===== src/rtl/branch_flag_unit.sv =====
// Architectural flag register and conditional-branch resolver.
// Forwards EX flags into ID, stalls on load-use flag hazards.
module branch_flag_unit #(
  parameter int PC_W      = 10,
  parameter int FLUSH_CYC = 1
) (
  input  logic            clk,
  input  logic            rst_n,
  input  logic            ex_valid,
  input  logic [5:0]      ex_opcode,
  input  logic            ex_load_pend,
  input  logic            ca_in,
  input  logic            cb_in,
  input  logic            za_in,
  input  logic            zb_in,
  input  logic            na_in,
  input  logic            nb_in,
  input  logic            id_valid,
  input  logic [5:0]      id_opcode,
  input  logic [PC_W-1:0] id_target,
  output logic            take_branch,
  output logic [PC_W-1:0] branch_pc,
  output logic            stall_id,
  output logic            flush_if,
  output logic [5:0]      flags_q
);

  localparam logic [5:0] ADDA  = 6'h00;
  localparam logic [5:0] ADDB  = 6'h01;
  localparam logic [5:0] ADDCA = 6'h02;
  localparam logic [5:0] ADDCB = 6'h03;
  localparam logic [5:0] SUBA  = 6'h04;
  localparam logic [5:0] SUBB  = 6'h05;
  localparam logic [5:0] SUBCA = 6'h06;
  localparam logic [5:0] SUBCB = 6'h07;
  localparam logic [5:0] ANDA  = 6'h08;
  localparam logic [5:0] ANDB  = 6'h09;
  localparam logic [5:0] ANDCA = 6'h0A;
  localparam logic [5:0] ANDCB = 6'h0B;
  localparam logic [5:0] ORA   = 6'h0C;
  localparam logic [5:0] ORB   = 6'h0D;
  localparam logic [5:0] ORCA  = 6'h0E;
  localparam logic [5:0] ORCB  = 6'h0F;
  localparam logic [5:0] ASLA  = 6'h10;
  localparam logic [5:0] ASRA  = 6'h11;
  localparam logic [5:0] LDA   = 6'h12;
  localparam logic [5:0] LDB   = 6'h13;
  localparam logic [5:0] LDCA  = 6'h14;
  localparam logic [5:0] LDCB  = 6'h15;
  localparam logic [5:0] BRA   = 6'h18;
  localparam logic [5:0] BAEQ  = 6'h19;
  localparam logic [5:0] BANE  = 6'h1A;
  localparam logic [5:0] BACS  = 6'h1B;
  localparam logic [5:0] BACC  = 6'h1C;
  localparam logic [5:0] BAMI  = 6'h1D;
  localparam logic [5:0] BAPL  = 6'h1E;
  localparam logic [5:0] BBEQ  = 6'h1F;
  localparam logic [5:0] BBNE  = 6'h20;
  localparam logic [5:0] BBCS  = 6'h21;
  localparam logic [5:0] BBCC  = 6'h22;
  localparam logic [5:0] BBMI  = 6'h23;
  localparam logic [5:0] BBPL  = 6'h24;
  localparam logic [5:0] JMP   = 6'h25;
  localparam logic [5:0] JSR   = 6'h26;

  localparam logic [1:0] IDLE  = 2'd0;
  localparam logic [1:0] WAIT  = 2'd1;
  localparam logic [1:0] FLUSH = 2'd2;

  // Extra flush cycles beyond the taken-branch cycle itself.
  localparam bit         FLUSH_ON = (FLUSH_CYC > 1);
  localparam logic [1:0] CNT_INIT =
    FLUSH_ON ? 2'(FLUSH_CYC - 2) : 2'd0;

  logic [1:0] state;
  logic [1:0] state_d;
  logic [1:0] cnt;
  logic [1:0] cnt_d;

  logic alu_a;
  logic alu_b;
  logic ld_a;
  logic ld_b;
  logic wr_ca;
  logic wr_cb;
  logic wr_zna;
  logic wr_znb;

  logic ca_e;
  logic cb_e;
  logic za_e;
  logic zb_e;
  logic na_e;
  logic nb_e;

  logic cond;
  logic uses_a;
  logic uses_b;
  logic hazard;
  logic taken_now;

  logic take;
  logic stall;
  logic flush;

  // Classify the EX opcode into its flag-write group.
  always_comb begin
    alu_a = 1'b0;
    alu_b = 1'b0;
    ld_a  = 1'b0;
    ld_b  = 1'b0;
    case (ex_opcode)
      ADDA, ADDCA, ANDA, ANDCA, ORA, ORCA,
      ASLA, ASRA, SUBA, SUBCA:             alu_a = 1'b1;
      ADDB, ADDCB, ANDB, ANDCB, ORB, ORCB,
      SUBB, SUBCB:                         alu_b = 1'b1;
      LDA, LDCA:                           ld_a  = 1'b1;
      LDB, LDCB:                           ld_b  = 1'b1;
      default: ;
    endcase
  end

  // Load data is not yet valid while pending, so no write or forward.
  assign wr_ca  = ex_valid & ~ex_load_pend & alu_a;
  assign wr_cb  = ex_valid & ~ex_load_pend & alu_b;
  assign wr_zna = ex_valid & ~ex_load_pend & (alu_a | ld_a);
  assign wr_znb = ex_valid & ~ex_load_pend & (alu_b | ld_b);

  assign ca_e = wr_ca  ? ca_in : flags_q[5];
  assign cb_e = wr_cb  ? cb_in : flags_q[4];
  assign za_e = wr_zna ? za_in : flags_q[3];
  assign zb_e = wr_znb ? zb_in : flags_q[2];
  assign na_e = wr_zna ? na_in : flags_q[1];
  assign nb_e = wr_znb ? nb_in : flags_q[0];

  // Evaluate the ID branch condition against the effective flags.
  always_comb begin
    cond   = 1'b0;
    uses_a = 1'b0;
    uses_b = 1'b0;
    case (id_opcode)
      BAEQ: begin cond = za_e;  uses_a = 1'b1; end
      BANE: begin cond = ~za_e; uses_a = 1'b1; end
      BACS: begin cond = ca_e;  uses_a = 1'b1; end
      BACC: begin cond = ~ca_e; uses_a = 1'b1; end
      BAMI: begin cond = na_e;  uses_a = 1'b1; end
      BAPL: begin cond = ~na_e; uses_a = 1'b1; end
      BBEQ: begin cond = zb_e;  uses_b = 1'b1; end
      BBNE: begin cond = ~zb_e; uses_b = 1'b1; end
      BBCS: begin cond = cb_e;  uses_b = 1'b1; end
      BBCC: begin cond = ~cb_e; uses_b = 1'b1; end
      BBMI: begin cond = nb_e;  uses_b = 1'b1; end
      BBPL: begin cond = ~nb_e; uses_b = 1'b1; end
      BRA, JMP, JSR: cond = 1'b1;
      default: ;
    endcase
  end

  assign hazard = id_valid & ex_valid & ex_load_pend &
                  ((uses_a & ld_a) | (uses_b & ld_b));

  assign taken_now = id_valid & cond;

  // Branch-resolution state machine and flush counter next-state.
  always_comb begin
    take    = 1'b0;
    stall   = 1'b0;
    flush   = 1'b0;
    state_d = state;
    cnt_d   = cnt;
    unique case (state)
      IDLE: begin
        if (hazard) begin
          stall   = 1'b1;
          state_d = WAIT;
        end else if (taken_now) begin
          take    = 1'b1;
          flush   = 1'b1;
          state_d = FLUSH_ON ? FLUSH : IDLE;
          cnt_d   = CNT_INIT;
        end
      end
      WAIT: begin
        state_d = IDLE;
        if (taken_now) begin
          take    = 1'b1;
          flush   = 1'b1;
          state_d = FLUSH_ON ? FLUSH : IDLE;
          cnt_d   = CNT_INIT;
        end
      end
      FLUSH: begin
        flush = 1'b1;
        if (cnt == 2'd0) begin
          state_d = IDLE;
        end else begin
          cnt_d = cnt - 2'd1;
        end
      end
      default: begin
        state_d = IDLE;
        cnt_d   = 2'd0;
      end
    endcase
  end

  // Outputs are forced low while reset is asserted.
  assign take_branch = rst_n & take;
  assign stall_id    = rst_n & stall;
  assign flush_if    = rst_n & flush;
  assign branch_pc   = (rst_n & take) ? id_target : '0;

  // State and flush counter registers.
  always_ff @(posedge clk or negedge rst_n) begin
    if (!rst_n) begin
      state <= IDLE;
      cnt   <= 2'd0;
    end else begin
      state <= state_d;
      cnt   <= cnt_d;
    end
  end

  // Architectural flag register, written per group as EX retires.
  always_ff @(posedge clk or negedge rst_n) begin
    if (!rst_n) begin
      flags_q <= 6'd0;
    end else begin
      if (wr_ca)  flags_q[5] <= ca_in;
      if (wr_cb)  flags_q[4] <= cb_in;
      if (wr_zna) flags_q[3] <= za_in;
      if (wr_znb) flags_q[2] <= zb_in;
      if (wr_zna) flags_q[1] <= na_in;
      if (wr_znb) flags_q[0] <= nb_in;
    end
  end

endmodule


===== config.mk =====
export PLATFORM = sky130hd
export DESIGN_NAME = branch_flag_unit
export DESIGN_NICKNAME = d
export VERILOG_FILES = /design/src/rtl/branch_flag_unit.sv
export SDC_FILE = /design/constraint.sdc
export NUM_CORES = 1
export LEC_CHECK = 0
export BUFFER_PORTS_ARGS = -buffer_cell sky130_fd_sc_hd__buf_4
export CAP_MARGIN = 20
export CORE_AREA = 2 2 49 51
export CTS_CLUSTER_SIZE = 12
export DETAILED_ROUTE_END_ITERATION = 7
export DIE_AREA = 0 0 51 53
export PLACE_DENSITY_LB_ADDON = 0.1
export SETUP_SLACK_MARGIN = 0.2
export SLEW_MARGIN = 40
export SYNTH_ARGS = -nofsm -noshare
export SYNTH_HDL_FRONTEND = slang
export SYNTH_SLANG_ARGS = --single-unit
export TNS_END_PERCENT = 10

===== constraint.sdc =====
create_clock -name clk -period 3.3 [get_ports clk]
set_input_delay 0.66 -clock clk [delete_from_list [all_inputs] [get_ports clk]]
set_output_delay 0.66 -clock clk [all_outputs]
set_load 0.02 [all_outputs]

; Yosys cells after proc, flatten, opt, wreduce, memory -nomap -nowiden
; Index checks and enable logic that the tools add are counted.
[word_totals]
ff_bits = 10
in_bits = 33
out_inout_bits = 19
wordCells = 110
[op_classes]
n_reduce_logical = 12
bitwise_logic = 24
add_sub_neg = 1
eq_ne = 42
muxes = 28
[ops]
columns = cell, count
row1 = "equality test 6 x 5 -> 1 bit, second input constant", 14
row2 = "equality test 6 x 4 -> 1 bit, second input constant", 8
row3 = "equality test 6 bit, second input constant", 7
row4 = "equality test 6 x 3 -> 1 bit, second input constant", 4
row5 = two-way mux 1 bit, 16
row6 = bitwise AND 1 bit, 14
row7 = one-hot mux 1 bit (13 select lines), 1
row8 = "equality test 6 x 2 -> 1 bit, second input constant", 2
row9 = two-way mux 2 bit, 6
row10 = OR reduction 6 bit, 2
row11 = two-way mux 10 bit, 1
row12 = OR reduction 10 bit, 1
row13 = OR reduction 8 bit, 1
row14 = inverter 1 bit, 7
row15 = "equality test 6 x 1 -> 1 bit, second input constant", 1
row16 = zero test 6 bit, 1
row17 = "inequality test 2 bit, second input constant", 3
row18 = one-hot mux 2 bit (3 select lines), 1
row19 = zero test 2 bit, 2
row20 = one-hot mux 2 bit (2 select lines), 1
row21 = AND reduction 2 bit, 2
row22 = OR reduction 2 bit, 2
row23 = "inequality test 3 bit, second input constant", 1
row24 = OR 1 bit, 3
row25 = other kinds (6), 6

; Depth between registers and ports, before layout
; Gate-level depths: netlist of run 1.
[depth]
depth_word = 14
depth_mapped = 8
depth_no_buf = 6

; Least setup slack after synthesis of run 1
; No wires, ideal clock.
[synth_timing]
kind = input to output
start = input id_opcode[3]
end = output take_branch
t_arrival_ps = 2670
path_buffers = 2
path_slack_ps = -30
t_required_ps = 2640
cell_stages = 7
path_cell_list = or3b_1 clkbuf_1 or4_1 mux2i_1 nor4_4 a21boi_0 buf_4
[synth_between]
elab_chain_cells = 9
elab_cells_between_ends = 30
cone_classes = 15 x eq/ne / 6 x mux / 6 x bitwise / 3 x reduce/logical
[synth_lines]
columns = element, line_no
row1 = from (decl), 19  ; input logic [5:0] id_opcode,
row2 = equality test 6 x 5 -> 1 bit or equality test 6 bit (tied branches), 141  ; case (id_opcode)
row3 = OR reduction 6 bit (no line), -
row4 = two-way mux 1 bit, 141
row5 = bitwise AND 1 bit, 160  ; ((uses_a & ld_a) | (uses_b & ld_b));
row6 = OR 1 bit, 160
row7 = bitwise AND 1 bit, 159  ; assign hazard = id_valid & ex_valid & ex_load_pend &
row8 = two-way mux 1 bit, 173  ; if (hazard) begin
row9 = one-hot mux 1 bit (2 select lines) (*), 171  ; unique case (state)
row10 = bitwise AND 1 bit (*), 208  ; assign take_branch = rst_n & take;
row11 = to (decl), 21  ; output logic take_branch,
; Every way passes the cells marked *; elsewhere a longest branch is shown, timed or not.

; Worst setup path after layout of run 1
[layout_timing]
start = input ex_opcode[1]
end = output flush_if
[layout_between]
elab_chain_cells = 13
elab_cells_between_ends = 58
cone_classes = 21 x eq/ne / 14 x mux / 18 x bitwise / 5 x reduce/logical
[layout_lines]
columns = element, line_no
row1 = from (decl), 10  ; input logic [5:0] ex_opcode,
row2 = "equality test 6 x 2 -> 1 bit, or another cell as far along", 112  ; case (ex_opcode)
row3 = OR reduction 10 bit or OR reduction 2 bit (tied branches), 112
row4 = two-way mux 1 bit, 112
row5 = OR 1 bit (*), 126  ; assign wr_zna = ex_valid & ~ex_load_pend & (alu_a | ld_a);
row6 = bitwise AND 1 bit (*), 126
row7 = two-way mux 1 bit (*), -
row8 = named net na_e, 93  ; logic na_e;
row9 = inverter 1 bit, 147  ; BAPL: begin cond = ~na_e; uses_a = 1'b1; end
row10 = one-hot mux 1 bit (13 select lines) (*), 141
row11 = bitwise AND 1 bit (*), 162  ; assign taken_now = id_valid & cond;
row12 = two-way mux 1 bit (*), "176, 185"
row13 = two-way mux 1 bit, 173
row14 = one-hot mux 1 bit (3 select lines) (*), 171
row15 = bitwise AND 1 bit (*), 210  ; assign flush_if = rst_n & flush;
row16 = to (decl), 24  ; output logic flush_if,
; The timed path passes the listed nets; every way through them passes the cells marked *.

==> impl_metrics.tcl, run 1 <==
set metrics [dict create \
    status "finished, violations left" \
    violations "setup timing" \
    first_global_vias 865 \
    clk_latency_ns 0.25 \
    r2r-start "state[0]" \
    core_um2 2148 \
    synth_edf_count 0 \
    grt_remaining_overflow 0 \
    slew_viol_final 0 \
    antennaDiodeCount 0 \
    hold_viol 0 \
    leakagePower_nw 0.6295 \
    cp.required_ns 2.64 \
    die_w_um 51 \
    ys_ff_latch 7 \
    io_pins 52 \
    ir_worst_vdd_mv 0.1529 \
    wire_per_inst_um 13.79 \
    hpwl_mm 1.818 \
    whs_ns 0.2184 \
    num_rows 17 \
    dieArea_um2 2703 \
    grt_pass1_wl_mm 3.615 \
    drt_wl_total_mm 2.510 \
    multiInputGateArea_um2 715.7 \
    synthCells 97 \
    fin_skew_ns 0 \
    worst_pin_slew_ns 0.6344 \
    netlist_area_um2 820.8 \
    end_kind "output pin" \
    start_kind "input port" \
    synth.avg_cell_area_um2 8.462 \
    path_clk_slew_ns 0.05 \
    h-tree-depth 1 \
    r2r-end "state[0]" \
    grt_max_degree 15 \
    num-fill-cells 157 \
    ant_nets 0 \
    synthDominantCellAreaShare_pct 21.34 \
    synth_flop_cell "dfrtp_1" \
    r2r_cells 3 \
    worstPathMaxFanout 11 \
    vias 976 \
    power.density_nw_per_um2 267.8 \
    cts_max_path_buffers 2 \
    drtPass1Iterations 4 \
    drive_gt1_share_pct 61.69 \
    hold_class "input port to async pin" \
    final_nets 188 \
    regArea_um2 175.2 \
    timing.fmax_ghz 0.2982 \
    hold_buffers 0 \
    gr-usage-all-layers_pct 18.00 \
    cp.arrival_ns 2.69 \
    cts.sinks 7 \
    crit_type "input port to output pin" \
    utilization_pct 69.19 \
    synth_common_cells "a21oi_1 (11), nand2_1 (11), dfrtp_1 (7)" \
    finalSetupViolCount 11 \
    drc 0 \
    async_flop_share_pct 100.0 \
    drtIter0Drc 10 \
    gp_congestion 0.8876 \
    synth_largest_area_cell "dfrtp_1" \
    antenna_found_initial 0 \
    rsz0062_at_grt "true" \
    timing.setup.tns_ns -0.2217 \
    min_period_ns 3.353 \
    fin_ws_ns -0.05339 \
    cts_tree "built" \
    reg2reg_slack_ns 2.14 \
    period_share_pct 101.6 \
    ys_types 38 \
    cts_buffers 3 \
    maxSlewHeadroom_pct 57.60 \
    vias_per_cell 5.363 \
    synthTopCellsByArea "dfrtp_1 (21%), mux2_4 (7.3%), a21oi_1 (6.7%), mux2_2 (5.5%), nand2_1 (5.0%)" \
    area.growth.synth_to_final_pct 81.10 \
    ys_warn_count 0 \
    synth_nets 130 \
    cap_violations 0 \
    initial_core_util_pct 38.21 \
    portBuffers 51 \
    yosysSeqAreaShare_pct 21.34 \
    die_y_um 53 \
    root_buffer "clkbuf_4" \
]
## metrics by stage
step	power, W	std cells	instance area, um2	setup WS [ns]
after floorplan	0.0002127	97	824.5	0.2828
after global placement	0.0002927	175	1230	-0.2152
after detailed placement	0.0002955	175	1235	-0.1064
after CTS	0.0003826	181	1324	-0.01003
after global routing	0.0004259	182	1486	-0.1577
final	0.0003980	182	1486	-0.05339
## registers in the layout (all words and copies together) (netlist names)
signal	count
flags_q	6
state	1
## layer usage
metal / GRT usage [%] / wire (um)
met5: 0 / 0
met4: 9.459 / 36
met3: 2.542 / 155
met2: 32.90 / 1288
met1: 20.14 / 1029
## critical path, cell delays in order
cell	delay (ns)
buf_4	0.14
a211oi_1	0.43
o31ai_4	0.17
mux2_4	0.33
nor4_2	0.36
nor3_4	0.09
buf_12	0.18
a21boi_4	0.18
buf_6	0.14
## power by group
part | internal [W] | leakage (nW) | total [W] | switching, W
clock | 0.0000461 | 0.0150 | 0.0000778 | 0.0000316
sequential | 0.000105 | 0.0869 | 0.000117 | 0.0000116
combinational | 0.000105 | 0.528 | 0.000204 | 0.0000983
total | 0.000257 | 0.630 | 0.000398 | 0.000142
## what timing repair did
action,in CTS,in global routing
gates cloned,1,0
pin swaps,1,4
gates resized for setup,9,31
buffers inserted,1,1
setup endpoints to repair,12,12
## cell families (layout without fill, tap and decap cells)
family | after synthesis | count (layout) | synth area share, %
buffers and inverters | 9 | 66 | 8.383
and+or+nand+nor | 45 | 45 | 33.69
AOI/OAI and AO/OA | 24 | 24 | 19.06
DFF | 7 | 7 | 21.34
muxes | 11 | 11 | 16.46
xor gates and xnor gates | 1 | 1 | 1.067
## how the worst max path moves through the flow
stage	start	to	cells past startpoint
5_1_grt	ex_opcode[1]	take_branch	9
3_3_place_gp	ex_opcode[3]	branch_pc[9]	8
3_5_place_dp	ex_opcode[3]	branch_pc[7]	10
4_1_cts	ex_load_pend	branch_pc[4]	9
6_report	ex_opcode[1]	flush_if	9
2_1_floorplan	ex_opcode[4]	take_branch	7
## cells in the final DEF (no fill, tap or decap), types with 2 or more instances in the layout
master and n:
a211oi_1 3, a21oi_2 9, and3_1 2, buf_4 45
buf_6 14, clkbuf_4 3, dfrtp_1 7, mux2_2 4
mux2_4 4, mux2i_1 3, nand2_1 11, nand3_1 3
nor2_1 6, nor3_1 4, nor4_1 3, nor4_2 2
o21ai_0 2, or2b_1 2
## cell type report
class,instances,area share (%)
clock buffer,4,1.768
inverter,1,0.2525
multi-input combinational,81,48.15
sequential,7,11.78
tap,28,2.357
timing repair buffer,61,35.69
Note: power is estimated with default switching activity, not from simulation.
==> inputs of run 2 (changes only) <==
--- a/config.mk
+++ b/config.mk
@@ -7,10 +7,10 @@
 export LEC_CHECK = 0
 export BUFFER_PORTS_ARGS = -buffer_cell sky130_fd_sc_hd__buf_4
 export CAP_MARGIN = 20
-export CORE_AREA = 2 2 49 51
+export CORE_AREA = 2 2 47 53
 export CTS_CLUSTER_SIZE = 12
 export DETAILED_ROUTE_END_ITERATION = 7
-export DIE_AREA = 0 0 51 53
+export DIE_AREA = 0 0 49 55
 export PLACE_DENSITY_LB_ADDON = 0.1
 export SETUP_SLACK_MARGIN = 0.2
 export SLEW_MARGIN = 40
==> run 2 against run 1 <==
Net effect:
- the flow now finishes without violations
- design area fell by 11%
- clock-buffer cell count unchanged
- first-iteration DRC count down 20%
- critical path depth did not move
- sequential share of layout area rose by 1.4 points
- highest routed layer unchanged
- register-to-register slack better by 0.05 ns
- clock skew stayed put
- critical path type unchanged
- wire length is 6.9% lower
- die area shrank 0.30%
- clock power is 1% lower
- fmax grew 2.8%
==> impl_metrics.tcl, run 2 (synthesis results as in run 1) <==
set metrics [dict create \
    status "finished clean" \
    min_period_ns 3.262 \
    hold_class "input port to async pin" \
    top_register "flags_q" \
    hpwl_mm 1.890 \
    maxSlewHeadroom_pct 59.08 \
    portBuffers 51 \
    first_global_vias 839 \
    power_frac_clock_pct 20.3 \
    slew_viol_final 0 \
    endpoint "branch_pc[1]" \
    grt_pass1_wl_mm 3.498 \
    final_nets 184 \
    drt_wl_total_mm 2.337 \
    crit_type "input port to output pin" \
    rsz0062_at_grt "true" \
    critPathSlowestCell "mux2_4" \
    cts_buffers 3 \
    gr-usage-all-layers_pct 17.48 \
    r2r-end "state[0]" \
    core_um2 2185 \
    crit_path_start "ex_load_pend" \
    die_y_um 55 \
    start_kind "input port" \
    cts_max_path_buffers 2 \
    antenna_found_initial 0 \
    hold_viol 0 \
    hold_buffers 0 \
    cp.arrival_ns 2.60 \
    switching_share_pct 35.04 \
    grt_max_degree 15 \
    drive_gt1_share_pct 53.33 \
    initial_core_util_pct 37.57 \
    placed_cells 176 \
    gp_congestion 0.8058 \
    drtPass1Iterations 4 \
    reg2reg_slack_ns 2.19 \
    top_regs "flags_q x6, state x1" \
    path_clk_slew_ns 0.05 \
    whs_ns 0.2091 \
    instances_no_fill 180 \
    cp.required_ns 2.64 \
    clk_latency_ns 0.25 \
    cap_violations 0 \
    end_kind "output pin" \
    worst_pin_slew_ns 0.6122 \
    leakagePower_nw 0.5829 \
    area.growth.synth_to_final_pct 61.89 \
    finalSetupViolCount 0 \
    p_sw_w 0.0001329 \
    final_cell_mix "buf_4 (53), nand2_1 (11), a21oi_1 (11)" \
    pre_cts_slack_ns -0.05739 \
    ant_nets 0 \
    vias 946 \
    worstPathMaxFanout 11 \
    power.density_nw_per_um2 285.5 \
    cts_tree "built" \
    cts.sinks 7 \
    r2r_cells 3 \
    io_pins 52 \
    vias_per_cell 5.256 \
    cpPeakStageDelay_ns 0.34 \
    drtIter0Drc 8 \
    antennaDiodeCount 0 \
    p_comb_share_pct 48.8 \
    die_w_um 49 \
    timing.setup.tns_ns 0 \
    wire_per_inst_um 12.98 \
    fin_ws_ns 0.03764 \
    h-tree-depth 1 \
    ir_worst_vdd_mv 0.1691 \
    largest_reg_flops 6 \
    dieArea_um2 2695 \
    drc 0 \
    period_share_pct 98.86 \
    timing.fmax_ghz 0.3065 \
    num_rows 18 \
    internal_power_w 0.0002465 \
    crit_chain "buf_4 -> nand4bb_4 -> a211oi_4 -> mux2_4 -> mux2_4 -> nor4_4 -> buf_6 -> a21oi_1 -> buf_4" \
    power_frac_seq_pct 31.0 \
    grt_remaining_overflow 0 \
    r2r-start "state[0]" \
    fin_skew_ns 0 \
    root_buffer "clkbuf_4" \
    layout_commonest_cell "buf_4" \
]
[run 2: final cells by class]
cell class | instances | area, um2
tap | 30 | 37.54
sequential | 7 | 175.2
fill | 204 | 855.8
multi-input combinational | 81 | 643.1
inverter | 1 | 3.754
timing repair buffer | 57 | 442.9
clock buffer | 4 | 26.28
[run 2: metal layers]
layer	wire length, um	GRT usage (%)	vias up
met5	0	0	-
met4	56	12.86	0
met3	111	2.688	5
met2	1202	32.19	29
met1	966	18.91	448
li1	-	-	464
[run 2: power groups by stage]
stage	logic [W]	registers, W	clock network, W
after global routing	0.000197	0.000120	0.0000889
after global placement	0.000173	0.000118	0
final	0.000185	0.000118	0.0000769
after CTS	0.000179	0.000117	0.0000820
after floorplan	0.0000724	0.000140	0
after detailed placement	0.000177	0.000118	0
[run 2: critical path: cells and delay by family]
kind / cells / cell delay (ns)
mux: 2 / 0.66
simple gates: 2 / 0.52
buf+inv: 3 / 0.47
compound gates: 2 / 0.28
[run 2: worst min path at each step]
stage / startpoint / end / slack, ns / depth (start not counted)
5_1_grt: rst_n / flags_q[4] / 0.19 / 1
3_3_place_gp: rst_n / flags_q[0] / 0.48 / 1
6_report: rst_n / flags_q[1] / 0.21 / 1
4_1_cts: rst_n / flags_q[1] / 0.20 / 1
2_1_floorplan: rst_n / flags_q[0] / 0.36 / 0
3_5_place_dp: rst_n / flags_q[0] / 0.48 / 1
[run 2: repair_timing]
item | CTS | global route
setup endpoints to repair | 12 | 12
cloned | 0 | 0
buffers inserted | 0 | 0
resized for setup | 2 | 10
pin swaps | 0 | 2
[run 2: through the flow]
stage | power (W) | utilization, % | area (um2)
after global placement | 0.0002908 | 56.07 | 1225
final | 0.0003794 | 60.82 | 1329
after floorplan | 0.0002127 | - | 824.5
after detailed placement | 0.0002944 | 56.30 | 1230
after global routing | 0.0004055 | 60.82 | 1329
after CTS | 0.0003786 | 58.42 | 1276
==> inputs of run 3 (changes only) <==
--- a/config.mk
+++ b/config.mk
@@ -5,12 +5,15 @@
 export SDC_FILE = /design/constraint.sdc
 export NUM_CORES = 1
 export LEC_CHECK = 0
+export ABC_AREA = 1
 export BUFFER_PORTS_ARGS = -buffer_cell sky130_fd_sc_hd__buf_4
 export CAP_MARGIN = 20
-export CORE_AREA = 2 2 47 53
+export CELL_PAD_IN_SITES_DETAIL_PLACEMENT = 1
+export CELL_PAD_IN_SITES_GLOBAL_PLACEMENT = 1
+export CORE_AREA = 2 2 60 68
 export CTS_CLUSTER_SIZE = 12
 export DETAILED_ROUTE_END_ITERATION = 7
-export DIE_AREA = 0 0 49 55
+export DIE_AREA = 0 0 62 70
 export PLACE_DENSITY_LB_ADDON = 0.1
 export SETUP_SLACK_MARGIN = 0.2
 export SLEW_MARGIN = 40
==> run 3 against run 2 <==
Net effect:
- area after synthesis increased by 20%
- power is 11% higher
- utilization decreased by 21 points
- largest cell class unchanged
==> impl_metrics.tcl, run 3 <==
set metrics [dict create \
    cpPeakStageDelay_ns 0.19 \
    hpwl_mm 2.976 \
    synthCells 179 \
    fin_area_um2 1500 \
    cts_max_path_buffers 2 \
    power.density_nw_per_um2 280.6 \
    r2r_cells 3 \
    drc 0 \
    power_frac_clock_pct 29.9 \
    largest_reg_flops 6 \
    grt_pass1_wl_mm 5.506 \
    grt_max_degree 13 \
    antenna_found_initial 0 \
    grt_remaining_overflow 0 \
    yosysMostFrequentCell "nand2_1" \
    gp_congestion 0.8371 \
    drtIter0Drc 30 \
    layout_commonest_cell "buf_4" \
    timing.fmax_ghz 0.3446 \
    final_cell_mix "buf_4 (54), nand2_1 (42), inv_1 (37)" \
    maxSlewHeadroom_pct 82.77 \
    vias_per_cell 4.463 \
    cts_tree "built" \
    synthTopCellsByArea "dfrtp_1 (18%), nand2_1 (16%), nand3_1 (14%), inv_1 (14%), nor2_1 (8.4%)" \
    drt_wl_total_mm 3.440 \
    cp.required_ns 2.64 \
    r2r-start "state[0]" \
    area.growth.synth_to_final_pct 51.96 \
    reg2reg_slack_ns 2.55 \
    power_frac_seq_pct 27.9 \
    synth.avg_cell_area_um2 5.515 \
    cap_violations 0 \
    min_period_ns 2.902 \
    cts_buffers 3 \
    ant_nets 0 \
    hold_buffers 0 \
    synth_edf_count 0 \
    root_buffer "clkbuf_8" \
    synthDominantCellAreaShare_pct 17.74 \
    cts.sinks 7 \
    status "finished clean" \
    cp.arrival_ns 2.24 \
    dieArea_um2 4340 \
    hold_viol 0 \
    synth_common_cells "nand2_1 (42), inv_1 (37), nand3_1 (28)" \
    fin_skew_ns 0 \
    hold_class "input port to async pin" \
    critPathSlowestCell "nor2_2" \
    core_um2 3754 \
    period_share_pct 87.94 \
    crit_chain "buf_4 -> nor2_2 -> nand2_1 -> nand2_2 -> nand2_2 -> nand2_2 -> nand2_2 -> nand2_2 -> nand2_1 -> nand2_1 -> nor2_1 -> nand3_1 -> nand2_4 -> nor2_2 -> buf_4" \
    async_flop_share_pct 100.0 \
    antennaDiodeCount 0 \
    path_clk_slew_ns 0.05 \
    die_y_um 70 \
    drtPass1Iterations 4 \
    first_global_vias 1305 \
    synth_nets 212 \
    internal_power_w 0.0002658 \
    rsz0062_at_grt "false" \
    final_nets 269 \
    ys_types 21 \
    ys_warn_count 0 \
    start_kind "input port" \
    slew_viol_final 0 \
    leakagePower_nw 0.9180 \
    netlist_area_um2 987.2 \
    portBuffers 51 \
    io_pins 52 \
    worst_pin_slew_ns 0.2577 \
    h-tree-depth 1 \
    vias 1281 \
    synth_largest_area_cell "dfrtp_1" \
    p_comb_share_pct 42.2 \
    end_kind "output pin" \
    synth_flop_cell "dfrtp_1" \
    yosysSeqAreaShare_pct 17.74 \
    ir_worst_vdd_mv 0.1027 \
    worstPathMaxFanout 11 \
    p_sw_w 0.0001552 \
    postPlaceCellArea_um2 1405 \
    switching_share_pct 36.86 \
    drive_gt1_share_pct 37.45 \
    die_w_um 62 \
    r2r-end "state[0]" \
    timing.setup.tns_ns 0 \
    top_regs "flags_q x6, state x1" \
    num_rows 24 \
    finalSetupViolCount 0 \
    clk_latency_ns 0.23 \
    ys_ff_latch 7 \
    crit_top_cell "nand2_2" \
    initial_core_util_pct 26.30 \
    wire_per_inst_um 11.99 \
    gr-usage-all-layers_pct 16.18 \
    crit_type "input port to output pin" \
    top_register "flags_q" \
]
==> run 3: worst max path at each step <==
stage,start,to,cells past startpoint
after CTS,ex_valid,branch_pc[9],13
after global placement,ex_load_pend,branch_pc[9],12
after global routing,id_opcode[2],branch_pc[2],13
after detailed placement,ex_valid,branch_pc[9],13
after floorplan,ex_valid,take_branch,14
final,ex_opcode[4],branch_pc[2],15
==> run 3: cell type report <==
cell class | count | area [um2]
tap | 52 | 65.06
inverter | 40 | 150.1
clock buffer | 4 | 45.04
fill | 517 | 2253
sequential | 7 | 175.2
multi-input combinational | 129 | 639.4
timing repair buffer | 55 | 425.4
==> run 3: critical path, delay by kind of cell <==
family	cells	cell delay [ns]
buffers and inverters	2	0.26
AND/OR/NAND/NOR	13	1.31
==> run 3: power by group through the flow <==
| stage | Sequential, W | Clock, W | Combinational (W) |
|---|---|---|---|
| 2_1_floorplan | 0.000137 | 0 | 0.0000687 |
| 3_3_place_gp | 0.000118 | 0 | 0.000168 |
| 3_5_place_dp | 0.000119 | 0 | 0.000173 |
| 4_1_cts | 0.000118 | 0.000130 | 0.000173 |
| 5_1_grt | 0.000120 | 0.000132 | 0.000196 |
| 6_report | 0.000117 | 0.000126 | 0.000178 |
==> run 3: kinds of logic (layout without fill, tap and decap cells) <==
family	count (synthesis)	after routing	share of synthesized area, %
buffers and inverters	43	99	18.25
DFF	7	7	17.74
AOI/OAI and AO/OA	4	4	2.535
and+or+nand+nor	125	125	61.47
==> run 3: stage by stage <==
step / utilization, % / hold slack [ns] / power, W / setup WS [ns] / std cells
floorplan: - / 0.3644 / 0.0002057 / 0.7148 / 179
global placement: 37.43 / 0.4951 / 0.0002857 / 0.3187 / 279
detailed placement: 37.43 / 0.4956 / 0.0002915 / 0.2749 / 279
CTS: 38.63 / 0.2507 / 0.0004207 / 0.2696 / 283
global route: 39.97 / 0.2543 / 0.0004478 / 0.2401 / 287
finish: 39.97 / 0.2504 / 0.0004209 / 0.3978 / 287
==> run 3: what timing repair did <==
action,4_1_cts,5_1_grt
buffers inserted,0,4
endpoints found under the setup margin,0,12
resized for setup,0,2
==> run 3: per-layer routing <==
| layer | share of wire [%] | wire (um) | vias to the layer above | track usage [%] |
|---|---|---|---|---|
| li1 | - | - | 661 | - |
| met1 | 43 | 1487 | 590 | 19.93 |
| met2 | 52 | 1789 | 28 | 29.51 |
| met3 | 4.3 | 149 | 2 | 1.296 |
| met4 | 0.41 | 14 | 0 | 2.837 |
| met5 | 0 | 0 | - | 0 |
